**src/rtl/ps2_kbd_ctrl.sv**
```systemverilog
// ps2_kbd_ctrl: PS/2 keyboard receiver with scan-code FIFO and CPU data/status registers
module ps2_kbd_ctrl #(
  parameter int FIFO_AW    = 4,
  parameter int FILTER_LEN = 8,
  parameter int TIMEOUT    = 50000
) (
  input  logic        clk,
  input  logic        rst,
  input  logic        ps2_clk,
  input  logic        ps2_data,
  input  logic        kbd_sel,
  input  logic        kbd_read,
  input  logic        kbd_reg,
  input  logic        kbd_stall,
  output logic [31:0] kbd_data_out,
  output logic        kbd_irq
);
  localparam int TW = $clog2(TIMEOUT);
  typedef enum logic [1:0] {IDLE, DATA, PARITY, STOP} state_t;
  state_t st_q, st_d;
  logic [1:0] ck_s_q, dt_s_q;
  logic [FILTER_LEN-1:0] filt_q;
  logic fclk_q, fclk_d, fall, d;
  logic [2:0] bit_q, bit_d;
  logic [7:0] byte_q, byte_d;
  logic par_q, par_d;
  logic [TW-1:0] to_q, to_d;
  logic push, err_set;
  logic [FIFO_AW:0] wp_q, rp_q, wp_d, rp_d;
  logic [7:0] mem_q [2**FIFO_AW];
  logic empty, full, acc, pop, wr, clr;
  logic err_q, ovf_q, irq_q;
  logic [7:0] head;
  assign d      = dt_s_q[1];
  assign fclk_d = (&filt_q) ? 1'b1 : (|filt_q) ? fclk_q : 1'b0;
  assign fall   = fclk_q & ~fclk_d;
  always_ff @(posedge clk) begin
    if (!rst) begin
      ck_s_q <= 2'b11;
      dt_s_q <= 2'b11;
      filt_q <= '1;
      fclk_q <= 1'b1;
    end else begin
      ck_s_q <= {ck_s_q[0], ps2_clk};
      dt_s_q <= {dt_s_q[0], ps2_data};
      filt_q <= {filt_q[FILTER_LEN-2:0], ck_s_q[1]};
      fclk_q <= fclk_d;
    end
  end
  always_ff @(posedge clk) begin
    if (!rst) begin
      st_q   <= IDLE;
      bit_q  <= '0;
      byte_q <= '0;
      par_q  <= 1'b0;
      to_q   <= '0;
    end else begin
      st_q   <= st_d;
      bit_q  <= bit_d;
      byte_q <= byte_d;
      par_q  <= par_d;
      to_q   <= to_d;
    end
  end
  // The frame watchdog only runs mid-frame and is rearmed by every clock fall
  always_comb begin
    st_d    = st_q;
    bit_d   = bit_q;
    byte_d  = byte_q;
    par_d   = par_q;
    to_d    = '0;
    push    = 1'b0;
    err_set = 1'b0;
    if (st_q != IDLE) to_d = fall ? '0 : to_q + TW'(1);
    if (fall) begin
      case (st_q)
        IDLE: begin
          st_d  = d ? IDLE : DATA;
          bit_d = '0;
        end
        DATA: begin
          byte_d = {d, byte_q[7:1]};
          bit_d  = bit_q + 3'd1;
          st_d   = (bit_q == 3'd7) ? PARITY : DATA;
        end
        PARITY: begin
          par_d = ^byte_q ^ d;
          st_d  = STOP;
        end
        default: begin
          push    = d & par_q;
          err_set = ~(d & par_q);
          st_d    = IDLE;
        end
      endcase
    end else if (st_q != IDLE && to_q == TW'(TIMEOUT - 1)) begin
      st_d = IDLE;
      to_d = '0;
    end
  end
  assign empty = wp_q == rp_q;
  assign full  = (wp_q[FIFO_AW] != rp_q[FIFO_AW]) && (wp_q[FIFO_AW-1:0] == rp_q[FIFO_AW-1:0]);
  assign acc   = kbd_sel & kbd_read & ~kbd_stall;
  assign pop   = acc & ~kbd_reg & ~empty;
  assign clr   = acc & kbd_reg;
  assign wr    = push & (~full | pop);
  assign wp_d  = wp_q + {{FIFO_AW{1'b0}}, wr};
  assign rp_d  = rp_q + {{FIFO_AW{1'b0}}, pop};
  assign head  = empty ? 8'h00 : mem_q[rp_q[FIFO_AW-1:0]];
  always_ff @(posedge clk) if (wr) mem_q[wp_q[FIFO_AW-1:0]] <= byte_q;
  always_ff @(posedge clk) begin
    if (!rst) begin
      wp_q  <= '0;
      rp_q  <= '0;
      err_q <= 1'b0;
      ovf_q <= 1'b0;
      irq_q <= 1'b0;
    end else begin
      wp_q  <= wp_d;
      rp_q  <= rp_d;
      err_q <= err_set | (err_q & ~clr);
      ovf_q <= (push & full & ~pop) | (ovf_q & ~clr);
      irq_q <= wp_d != rp_d;
    end
  end
  assign kbd_irq      = irq_q;
  assign kbd_data_out = ~(kbd_sel & kbd_read) ? 32'h0 :
                        kbd_reg ? {28'h0, err_q, ovf_q, full, ~empty} : {23'h0, ~empty, head};
endmodule

```
**config.mk**
```make
export PLATFORM = sky130hd
export DESIGN_NAME = ps2_kbd_ctrl
export DESIGN_NICKNAME = d
export VERILOG_FILES = /design/src/rtl/ps2_kbd_ctrl.sv
export SDC_FILE = /design/constraint.sdc
export NUM_CORES = 1
export LEC_CHECK = 0
export BUFFER_PORTS_ARGS = -buffer_cell sky130_fd_sc_hd__buf_2
export CORE_UTILIZATION = 50
export DETAILED_ROUTE_END_ITERATION = 16
export PLACE_DENSITY = 0.75
export SLEW_MARGIN = 25
export SYNTH_ARGS = -nofsm -noshare
export SYNTH_HDL_FRONTEND = slang
export SYNTH_SLANG_ARGS = --single-unit
export TNS_END_PERCENT = 10
```
**constraint.sdc**
```tcl
create_clock -name clk -period 7.84 [get_ports clk]
set_input_delay 1.568 -clock clk [delete_from_list [all_inputs] [get_ports clk]]
set_output_delay 1.568 -clock clk [all_outputs]
set_load 0.02 [all_outputs]
```
# Word-level counts from Yosys, hierarchy flattened
# Memory sizes are Yosys's and may differ from the RTL's. A register that Yosys moved wholly into a read port is not among the register bits.
# Index checks and enable logic that the tools add are counted.
totals:
  n_memories: 1
  word_cells: 86
  register_bits: 56
  output_inout_bits: 33
  mem_bits_rw: 128
op_classes:
  add_sub_neg: 4
  reduce_logical: 13
  bitwise: 24
  muxes: 22
  eq_ne: 8
mem_list:
  columns: ["memory", "depth", "width", "rd", "rd_clocked_by_memory_dff", "wr", "line", "source"]
  rows:
  - ["mem_q", 16, 8, 1, 1, 1, "30", "logic [7:0] mem_q [2**FIFO_AW];"]
ops:
  columns: ["operator", "count"]
  rows:
  - ["$mux W16", 4]
  - ["$mux W9", 2]
  - ["$add A16 B1 Y16 const B", 1]
  - ["$eq A16 B16 Y1 const B", 1]
  - ["$and A1 B1 Y1", 12]
  - ["$add A5 B1 Y5", 2]
  - ["$mux W1", 9]
  - ["$mux W8", 1]
  - ["$not A1 Y1", 8]
  - ["$reduce_and A8 Y1", 1]
  - ["$reduce_or A8 Y1", 1]
  - ["$reduce_xor A8 Y1", 1]
  - ["$mux W2", 3]
  - ["$pmux W2 S3", 1]
  - ["$pmux W3 S2", 1]
  - ["$reduce_and A2 Y1", 3]
  - ["$reduce_bool A2 Y1", 3]
  - ["$eq A5 B5 Y1", 1]
  - ["$ne A5 B5 Y1", 1]
  - ["$eq A4 B4 Y1", 1]
  - ["$mux W4", 1]
  - ["$add A3 B1 Y3 const B", 1]
  - ["$eq A3 B3 Y1 const B", 1]
  - ["$or A1 B1 Y1", 3]
  - ["other kinds (7)", 8]

# Longest topological paths before layout
# Gate-level depths: netlist of the first run.
logic_depth:
  depth_word: 9
  mapped_depth: 11

# Least setup slack after synthesis of the first run
# No wires, ideal clock.
synth_timing:
  path_kind: "input to output"
  startpoint: "in kbd_sel"
  endpoint: "out kbd_data_out[7]"
  path_stages: 5
  t_arrival_ns: 2.758
  required_ns: 6.272
  setup_slack_ns: 3.514
  n_path_buf: 1
  path_cell_list: "nand2_1 > o21bai_1 > or2_2 > clkbuf_1 > a211oi_1"
synth_between:
  elab_chain_len: 2
synth_rtl:
  columns: ["element", "line", "source"]
  rows:
  - ["from (decl)", "11", "input logic kbd_sel,"]
  - ["$and A1 B1 Y1", "127", "assign kbd_data_out = ~(kbd_sel & kbd_read) ? 32'h0 :"]
  - ["$mux W9", "127", null]
  - ["to (decl)", "15", "output logic [31:0] kbd_data_out,"]
# Every way passes these cells.

# Worst setup path in the final report of the first run
layout_timing:
  startpoint: "reg rp_q[0]"
  endpoint: "out kbd_data_out[0]"
layout_between:
  elab_chain_len: 4
  elab_cells_between_ends: 5
layout_rtl:
  columns: ["element", "line", "source"]
  rows:
  - ["from (decl)", "29", "logic [FIFO_AW:0] wp_q, rp_q, wp_d, rp_d;"]
  - ["from (signal assigned)", "120", "rp_q <= rp_d;"]
  - ["$eq A5 B5 Y1 *", "101", "assign empty = wp_q == rp_q;"]
  - ["$mux W8 or $not A1 Y1 (tied branches)", "109, 128", null]
  - ["$mux W9 *", "128", "kbd_reg ? {28'h0, err_q, ovf_q, full, ~empty} : {23'h0, ~empty, head};"]
  - ["$mux W9 *", "127", null]
# Every way passes the cells marked *; elsewhere a longest branch is shown, timed or not.

==> flow_summary_export.csv, run 1 <==
group,metric,value,unit
outcome,outcome,"complete, no violations",
synth,yosysWarnings,0,
global_route,globalRoute.totalOverflow,0,
cts,cts_tree,"done",
global_route,grt_use_total,18.7,%
placement,place_inst,687,
final_layout,layout-drive-gt1-share,17.8,%
synth,yosysSeqAreaShare,64.8,%
power,finalPower,0.00185,W
cts,cts_setup_buffers,0,
final_layout,ff_latch_area,0.00497,mm^2
power,vdd_drop_max,0.163,mV
worst_setup_path,cp_slowest_cell,"dfxtp_2",
sta,setup_tns,0,ns
final_layout,fill_cells,1119,
worst_setup_path,crit_chain,"buf_4 -> mux4_1 -> mux4_2 -> nor2_1 -> nor2_1 -> buf_2",
final_layout,area_delta_synth_final,9.50,%
cts,cts_sinks,184,
sta,maxSlewHeadroom,36.6,%
global_route,grt_start_max_net_pins,40,
synth,async_flop_share,0,%
die,core,0.0148,mm^2
final_layout,final_cells,719,
cts,hold_buffers,0,
cts,cts_resized,0,
synth,syn-cell-area,0.00766,mm^2
sta,finalMaxSlewViolations,0,
worst_setup_path,startpoint_type,"flip-flop",
final_layout,n_antenna_cell,0,
die,fp.dieW,126,um
placement,port-buffer-count,17,
worst_setup_path,cp.arrival,2.99,ns
worst_setup_path,reg2reg_slack,4.70,ns
final_layout,final_common_cell,"edfxtp_1",
worst_setup_path,worstReg2RegEnd,"kbd_irq",
cts,numCtsBuffers,17,
detailed_routing,dr.pass1.iters,5,
cts,clkLatencyLatePin,0.44,ns
synth,yosys_most_used_dff,"edfxtp_1",
synth,synth_edf_count,128,
sta,skew,0.0123,ns
sta,tightest_slew,0.950,ns
detailed_routing,drtIter0Drc,367,
min_path,min_delay_worst_endpoint,"dt_s_q[1]",
synth,yosys.cell_types.count,49,
min_path,hold_class,"reg2reg",
synth,avgSynthCellArea,15.2,um^2
worst_setup_path,crit_path_end_kind,"primary output",
worst_setup_path,slowest_delay,0.68,ns
min_path,min_from,"dt_s_q[0]",
detailed_routing,ant_nets,0,
die,die_h,126,um
die,pin_count,41,
detailed_routing,wire_per_inst,18.7,um
global_route,grt_pass1_vias,3975,
placement,gp_congestion,0.777,
final_layout,layout_common_cells,"edfxtp_1 (128), dfxtp_1 (54), nor2_1 (38)",
sta,hold_ws,0.406,ns
power,power_leakage,2.84,nW
die,start_util,51.9,%
placement,placedInstanceArea,0.00782,mm^2
min_path,min_path_cells,1,
cts,cts.reportedPaths.clkPinSlew,0.07,ns
die,rows,44,
sta,setup_viol,0,
final_layout,fin_area,0.00838,mm^2
detailed_routing,routed_wl,13500,um
detailed_routing,viasPerCell,5.58,
sta,fin_crit,4.55,ns
global_route,grt_antenna_before_repair,0,
sta,finalCritPeriodShare,58.1,%
cts,clock-root-buffer,"clkbuf_16",
sta,grt_setup_unrepaired,"no",
worst_setup_path,cp.required,6.27,ns
worst_setup_path,ff2ff_path_depth,9,
final_layout,multi_input_comb_area,0.00246,mm^2
worst_setup_path,path_max_fanout,18,
detailed_routing,route.detailed.drc,0,
worst_setup_path,crit_path_frequent_cell,"nor2_1",
synth,syn-instance-count,504,
placement,dpl.hpwl,8870,um
sta,fmax,220,MHz
die,dieArea,0.0158,mm^2
sta,hold_violations,0,
job,maxCapViolations,0,
detailed_routing,vias,4011,
synth,ys_ff_latch,184,
worst_setup_path,reg2reg_from,"rp_q[3]",
global_route,grt_pass1_wl,21700,um
worst_setup_path,critPathKind,"reg2out",
cts,htreeDepth,4,
cts,cts_max_path_buffers,2,
power,power_density,221,mW/mm^2
final_layout,nets,537,
state kept, by name, indices dropped and copies added, names as in the netlist:
name and cells:
mem_q 128, to_q 16, byte_q 8, filt_q 8, rp_q 5, wp_q 5, bit_q 3, ck_s_q 2
dt_s_q 2, st_q 2, err_q 1, fclk_q 1, kbd_irq 1, ovf_q 1, par_q 1
cell usage after synthesis, types with 3 or more instances:
cell type / count / area, um^2
edfxtp_1: 128 / 3840
dfxtp_1: 56 / 1120
nor2_1: 38 / 143
mux4_2: 33 / 743
buf_4: 23 / 173
nand3_1: 20 / 100
nor2b_1: 18 / 113
xnor2_1: 18 / 158
xor2_1: 18 / 158
nand2b_1: 14 / 87.6
mux2i_1: 13 / 130
clkbuf_1: 10 / 37.5
nand2_1: 10 / 37.5
buf_2: 9 / 45.0
and2_1: 8 / 50.1
o21ai_0: 8 / 40.0
ha_1: 7 / 87.6
inv_1: 7 / 26.3
nand4_1: 7 / 43.8
nor3_1: 7 / 35.0
a211oi_1: 4 / 30.0
a21boi_0: 3 / 22.5
a21oi_1: 3 / 15.0
mux2_2: 3 / 33.8
mux4_1: 3 / 78.8
nand3b_1: 3 / 22.5
nor4_1: 3 / 18.8
nor4b_1: 3 / 26.3
worst max-delay path, delay by kind of cell, from the launching register on:
family | cells | cell delay (ns)
DFF | 1 | 0.68
buffers and inverters | 2 | 0.61
muxes | 2 | 1.09
and+or+nand+nor | 2 | 0.15
kinds of logic (layout without fill, tap and decap cells):
group | after synthesis | in the layout | share of synthesized area (%)
flops | 184 | 184 | 64.8
simple gates | 138 | 138 | 9.53
buf+inv | 54 | 63 | 4.35
mux | 52 | 52 | 12.9
xor+xnor | 37 | 37 | 4.41
compound gates | 31 | 31 | 2.79
fa+ha+maj | 7 | 7 | 1.14
other cells | 1 | 23 | 0.0490
routing by layer:
| layer | wire length, um | track usage (%) | up-vias |
|---|---|---|---|
| met2 | 6730 | 30.5 | 104 |
| met1 | 5810 | 24.4 | 2013 |
| met4 | 234 | 8.22 | 0 |
| li1 | - | - | 1877 |
| met3 | 698 | 3.82 | 17 |
| met5 | 0 | 0 | - |
stage by stage:
| step | utilization [%] | setup WS (ns) |
|---|---|---|
| 5_1_grt | 56.8 | 3.08 |
| 3_3_place_gp | 53.0 | 3.47 |
| 3_5_place_dp | 53.0 | 3.45 |
| 2_1_floorplan | - | 3.51 |
| 4_1_cts | 56.8 | 3.21 |
| 6_report | 56.8 | 3.29 |
power by group:
group / internal, W / switching (W) / leakage, nW
clock: 0.000442 / 0.000362 / 0.266
combinational: 0.00000423 / 0.0000148 / 0.932
sequential: 0.00103 / 0.000000709 / 1.64
layout make-up:
type	count	share of cell area [%]
Clock buffer	20	5.21
Inverter	7	0.313
Timing Repair Buffer	24	1.64
Clock inverter	12	1.46
Sequential cell	184	59.3
Multi-Input combinational cell	288	29.4
Tap cell	184	2.75
worst max path at each step:
| stage | from | end | cells after the start |
|---|---|---|---|
| floorplan | kbd_sel | kbd_data_out[7] | 5 |
| finish | rp_q[0] | kbd_data_out[0] | 6 |
| detailed placement | kbd_read | kbd_data_out[7] | 6 |
| global placement | kbd_sel | kbd_data_out[7] | 6 |
| CTS | rp_q[0] | kbd_data_out[0] | 6 |
| global route | rp_q[0] | kbd_data_out[7] | 6 |
Note: power is estimated with default switching activity, not from simulation.
==> run 2, diff against run 1 <==
Settings changed: PLACE_DENSITY 0.75 to 0.78.
Clock period 7.84 ns to 4 ns, I/O delays scaled along.
==> run 2 against run 1 <==
Clock power is 95% higher. Sequential share of layout area fell by 0.29 points. Die area unchanged. Final cell count grew 1.3%. Register-to-register slack lost 3.7 ns. Worst setup slack worse by 2.7 ns. Combinational power is 98% higher. Sequential cell count unchanged. Non-clock buffer count rose by 9. Count of clock-buffer cells in the layout shrank 2. Utilization increased by 0.26 points. Critical endpoint unchanged. Largest cell class unchanged. Largest power group unchanged.
==> flow_summary_export.csv, run 2 (synthesized netlist as in run 1, its figures left out) <==
group,metric,value,unit
outcome,outcome,"complete, no violations",
sta,setup_viol,0,
detailed_routing,vias,4100,
final_layout,layout-drive-gt1-share,18.6,%
power,power_density,430,mW/mm^2
die,core,0.0148,mm^2
cts,cts_sinks,184,
final_layout,final_common_cell,"edfxtp_1",
worst_setup_path,critPathKind,"reg2out",
detailed_routing,routed_wl,13800,um
min_path,hold_class,"reg2reg",
worst_setup_path,path_max_fanout,22,
detailed_routing,dr.pass1.iters,4,
worst_setup_path,crit_chain,"buf_4 -> mux4_1 -> mux4_2 -> nor2_1 -> nor2_1 -> buf_2",
worst_setup_path,worstReg2RegEnd,"kbd_irq",
global_route,grt_pass1_wl,21800,um
detailed_routing,wire_per_inst,19.0,um
final_layout,n_antenna_cell,0,
die,start_util,51.9,%
power,p_int,0.00288,W
worst_setup_path,cp.arrival,2.60,ns
worst_setup_path,cp.required,3.20,ns
cts,cts_tree,"done",
power,p_seq_share,55.6,%
die,dieArea,0.0158,mm^2
cts,cts_setup_buffers,0,
die,rows,44,
cts,hold_buffers,0,
sta,finalMaxSlewViolations,0,
worst_setup_path,reg2reg_slack,1.05,ns
worst_setup_path,cp_slowest_cell,"mux4_1",
cts,htreeDepth,4,
cts,cts_max_path_buffers,2,
cts,cts.reportedPaths.clkPinSlew,0.07,ns
cts,cts_resized,0,
job,maxCapViolations,0,
die,pin_count,41,
placement,dpl.hpwl,8990,um
min_path,min_path_cells,1,
global_route,grt_start_max_net_pins,40,
power,switching_power,0.000743,W
detailed_routing,drtIter0Drc,333,
sta,finalCritPeriodShare,85.0,%
sta,fmax,294,MHz
power,finalPower,0.00362,W
final_layout,layout_common_cells,"edfxtp_1 (128), dfxtp_1 (55), nor2_1 (38)",
global_route,grt_use_total,18.7,%
sta,skew,0.0155,ns
worst_setup_path,slowest_delay,0.64,ns
die,die_h,126,um
placement,gp_congestion,0.823,
worst_setup_path,crit_path_frequent_cell,"nor2_1",
worst_setup_path,crit_path_end_kind,"primary output",
global_route,grt_antenna_before_repair,0,
sta,maxSlewHeadroom,38.8,%
worst_setup_path,ff2ff_path_depth,10,
cts,clock-root-buffer,"clkbuf_16",
cts,numCtsBuffers,17,
power,combPwrFrac,1.0,%
cts,clkLatencyLatePin,0.44,ns
detailed_routing,route.detailed.drc,0,
placement,port-buffer-count,17,
final_layout,nets,546,
power,clock_power_share,43.4,%
worst_setup_path,startpoint_type,"flip-flop",
min_path,min_delay_worst_endpoint,"filt_q[0]",
sta,hold_ws,0.406,ns
sta,hold_violations,0,
power,vdd_drop_max,0.303,mV
min_path,min_from,"ck_s_q[1]",
worst_setup_path,reg2reg_from,"rp_q[1]",
final_layout,area_delta_synth_final,10.0,%
sta,fin_crit,3.40,ns
sta,grt_setup_unrepaired,"no",
global_route,grt_pass1_vias,3901,
sta,setup_tns,0,ns
die,fp.dieW,126,um
detailed_routing,viasPerCell,5.63,
power,power_leakage,2.89,nW
final_layout,largest_reg_flops,128,
detailed_routing,ant_nets,0,
power,p_sw_share,20.5,%
sta,tightest_slew,0.914,ns
global_route,globalRoute.totalOverflow,0,
## run 2: changes by cell type in the layout (fill, tap and decap cells not counted), moves of 2 or more
cell	change
buf_4	+9
clkbuf_1	-2
clkinv_1	+2
clkinv_2	+2
clkinv_4	-2
inv_6	+2
nor4b_1	+2
## run 2: cell type report
cell class | instances | area [um^2]
repair buffers | 33 | 205
well taps | 184 | 230
clock buffers | 18 | 429
clock inverters | 14 | 124
flip-flops and latches | 184 | 4970
multi-input cells | 288 | 2440
inverters | 7 | 26.3
fillers | 1134 | 6330
## run 2: worst max path at each step
stage,cells after the start,start,end
4_1_cts,6,rp_q[0],kbd_data_out[0]
3_5_place_dp,6,rp_q[0],kbd_data_out[0]
2_1_floorplan,5,kbd_sel,kbd_data_out[7]
6_report,6,rp_q[0],kbd_data_out[0]
3_3_place_gp,6,rp_q[1],kbd_data_out[0]
5_1_grt,5,rp_q[1],kbd_data_out[1]
## run 2: critical path, delay by kind of cell (launching register included)
kind / cells / cell delay, ns
buffers and inverters: 2 / 0.55
flip-flops: 1 / 0.33
multiplexers: 2 / 1.12
AND/OR/NAND/NOR: 2 / 0.16
## run 2: through the flow
step	cell area (um^2)	util (%)	worst slack (ns)	instances
finish	8420	57.1	0.599	728
global route	8420	57.1	0.427	728
CTS	8420	57.1	0.561	728
detailed placement	7870	53.3	1.04	696
global placement	7870	53.3	1.04	696
floorplan	7740	-	1.21	526
## run 2: metal layers
metal	track usage (%)	vias to the layer above	share of wire, %
met1	23.9	2069	43
met3	4.76	16	5.0
met5	0	-	0
met2	31.4	128	51
met4	6.24	0	1.2
li1	-	1887	-
## run 2: power by group through the flow
stage | registers [W] | logic, W | clock network (W)
3_5_place_dp | 0.00205 | 0.0000372 | 0
6_report | 0.00201 | 0.0000376 | 0.00157
2_1_floorplan | 0.00205 | 0.0000478 | 0
4_1_cts | 0.00201 | 0.0000374 | 0.00159
5_1_grt | 0.00201 | 0.0000413 | 0.00166
3_3_place_gp | 0.00205 | 0.0000364 | 0
==> run 3, diff against run 2 <==
Settings changed: CELL_PAD_IN_SITES_DETAIL_PLACEMENT set to 2, CELL_PAD_IN_SITES_GLOBAL_PLACEMENT set to 2, CORE_UTILIZATION 50 to 40, PLACE_DENSITY 0.78 to 0.83.
==> run 3 against run 2 <==
Critical path depth did not move. Total power rose by 5.2%. Sequential share of layout area fell by 1.0 points. Worst setup slack worse by 0.067 ns. Sequential power barely moved. Via count grew 1.8%. Critical endpoint is now kbd_data_out[3]. Highest routed layer unchanged.
==> flow_summary_export.csv, run 3 (synthesized netlist as in run 1, its figures left out) <==
group,metric,value,unit
cts,numCtsBuffers,17,
sta,hold_violations,0,
final_layout,layout-drive-gt1-share,19.8,%
cts,hold_buffers,0,
power,vdd_drop_max,0.268,mV
worst_setup_path,path_buf_inv,2,
final_layout,area_delta_synth_final,12.0,%
worst_setup_path,crit_cells,6,
final_layout,n_antenna_cell,0,
detailed_routing,routed_wl,18500,um
job,maxCapViolations,0,
worst_setup_path,path_delay_family,"multiplexers",
global_route,grt_start_max_net_pins,40,
worst_setup_path,cp_slowest_cell,"mux4_1",
global_route,grt_pass1_vias,4625,
final_layout,layout_common_cells,"edfxtp_1 (128), dfxtp_1 (55), nor2_1 (37)",
worst_setup_path,ff2ff_path_depth,11,
die,rows,50,
worst_setup_path,crit_path_end_kind,"primary output",
placement,dpl.hpwl,12000,um
worst_setup_path,cp.required,3.20,ns
detailed_routing,vias,4174,
power,p_int,0.00302,W
detailed_routing,dr.pass1.iters,5,
sta,finalCritPeriodShare,86.7,%
cts,cts_resized,0,
placement,port-buffer-count,17,
detailed_routing,route.detailed.drc,0,
power,switching_power,0.000795,W
worst_setup_path,reg2reg_from,"rp_q[3]",
cts,clkLatencyLatePin,0.44,ns
worst_setup_path,crit_chain,"buf_4 -> mux4_1 -> mux2_2 -> a21oi_1 -> o22ai_1 -> buf_2",
worst_setup_path,cp-startpoint,"rp_q[0]",
sta,fin_crit,3.47,ns
final_layout,final_common_cell,"edfxtp_1",
detailed_routing,wire_per_inst,23.7,um
power,clock_power_share,46.2,%
cts,cts_tree,"done",
die,dieArea,0.0197,mm^2
worst_setup_path,slowest_delay,0.59,ns
detailed_routing,ant_nets,0,
final_layout,nets,548,
die,pin_count,41,
worst_setup_path,startpoint_type,"flip-flop",
worst_setup_path,cp.arrival,2.67,ns
die,die_h,140,um
worst_setup_path,crit_end,"kbd_data_out[3]",
sta,fmax,288,MHz
cts,htreeDepth,4,
cts,clock-root-buffer,"clkbuf_16",
global_route,grt_pass1_wl,28200,um
min_path,hold_class,"reg2reg",
power,power_density,445,mW/mm^2
global_route,grt_use_total,20.1,%
outcome,outcome,"complete, no violations",
sta,maxSlewHeadroom,38.9,%
final_layout,largest_reg_flops,128,
die,fp.dieW,140,um
global_route,globalRoute.totalOverflow,0,
cts,cts_max_path_buffers,2,
die,core,0.0187,mm^2
power,p_seq_share,52.8,%
worst_setup_path,critPathKind,"reg2out",
sta,setup_viol,0,
power,power_leakage,2.93,nW
sta,finalMaxSlewViolations,0,
sta,tightest_slew,0.913,ns
cts,cts_sinks,184,
power,combPwrFrac,1.0,%
power,p_sw_share,20.9,%
placement,gp_congestion,0.759,
final_layout,post-route-util,45.8,%
sta,setup_tns,0,ns
min_path,min_path_cells,1,
cts,cts_setup_buffers,0,
sta,grt_setup_unrepaired,"no",
worst_setup_path,reg2reg_slack,0.96,ns
worst_setup_path,worstReg2RegEnd,"kbd_irq",
detailed_routing,viasPerCell,5.35,
die,start_util,40.9,%
cts,cts.reportedPaths.clkPinSlew,0.07,ns
worst_setup_path,path_max_fanout,13,
sta,skew,0.00790,ns
final_layout,fill_cells,1771,
global_route,grt_antenna_before_repair,0,
detailed_routing,drtIter0Drc,235,
==> run 3: worst min path at each step <==
stage / slack (ns) / startpoint / endpoint
2_1_floorplan: 0.39 / ck_s_q[0] / ck_s_q[1]
3_3_place_gp: 0.39 / ck_s_q[1] / filt_q[0]
3_5_place_dp: 0.40 / ck_s_q[1] / filt_q[0]
4_1_cts: 0.42 / ck_s_q[1] / filt_q[0]
5_1_grt: 0.43 / ck_s_q[1] / filt_q[0]
6_report: 0.41 / ck_s_q[1] / filt_q[0]
==> run 3: power by group through the flow <==
stage | Sequential, W | Clock (W) | Combinational [W]
global route | 0.00201 | 0.00186 | 0.0000428
detailed placement | 0.00205 | 0 | 0.0000385
CTS | 0.00201 | 0.00180 | 0.0000391
floorplan | 0.00205 | 0 | 0.0000478
finish | 0.00201 | 0.00176 | 0.0000392
global placement | 0.00205 | 0 | 0.0000381
==> run 3: final cells by class <==
class | count | area (um^2) | share of cell area [%]
clock buffer | 17 | 425 | 4.96
clock inverter | 15 | 185 | 2.16
inverter | 7 | 26.3 | 0.307
multi-input combinational | 288 | 2460 | 28.7
sequential | 184 | 4970 | 57.9
tap | 234 | 293 | 3.42
timing repair buffer | 35 | 220 | 2.57
==> run 3: per-stage QoR <==
step | worst slack [ns] | area, um^2 | power [W] | hold slack [ns] | instances
6_report | 0.532 | 8570 | 0.00381 | 0.413 | 780
5_1_grt | 0.362 | 8570 | 0.00391 | 0.432 | 780
4_1_cts | 0.475 | 8570 | 0.00386 | 0.420 | 780
3_5_place_dp | 0.914 | 7960 | 0.00209 | 0.403 | 748
3_3_place_gp | 1.05 | 7960 | 0.00209 | 0.391 | 748
2_1_floorplan | 1.21 | 7740 | 0.00210 | 0.386 | 526
==> run 3: metal layers <==
layer / vias to the layer above / GRT usage, % / wire [um] / share of wire [%]
met5: - / 0 / 0 / 0
met4: 0 / 7.11 / 328 / 1.8
met3: 21 / 4.34 / 691 / 3.7
met2: 83 / 36.0 / 9830 / 53
met1: 2182 / 23.9 / 7620 / 41
li1: 1888 / - / - / -
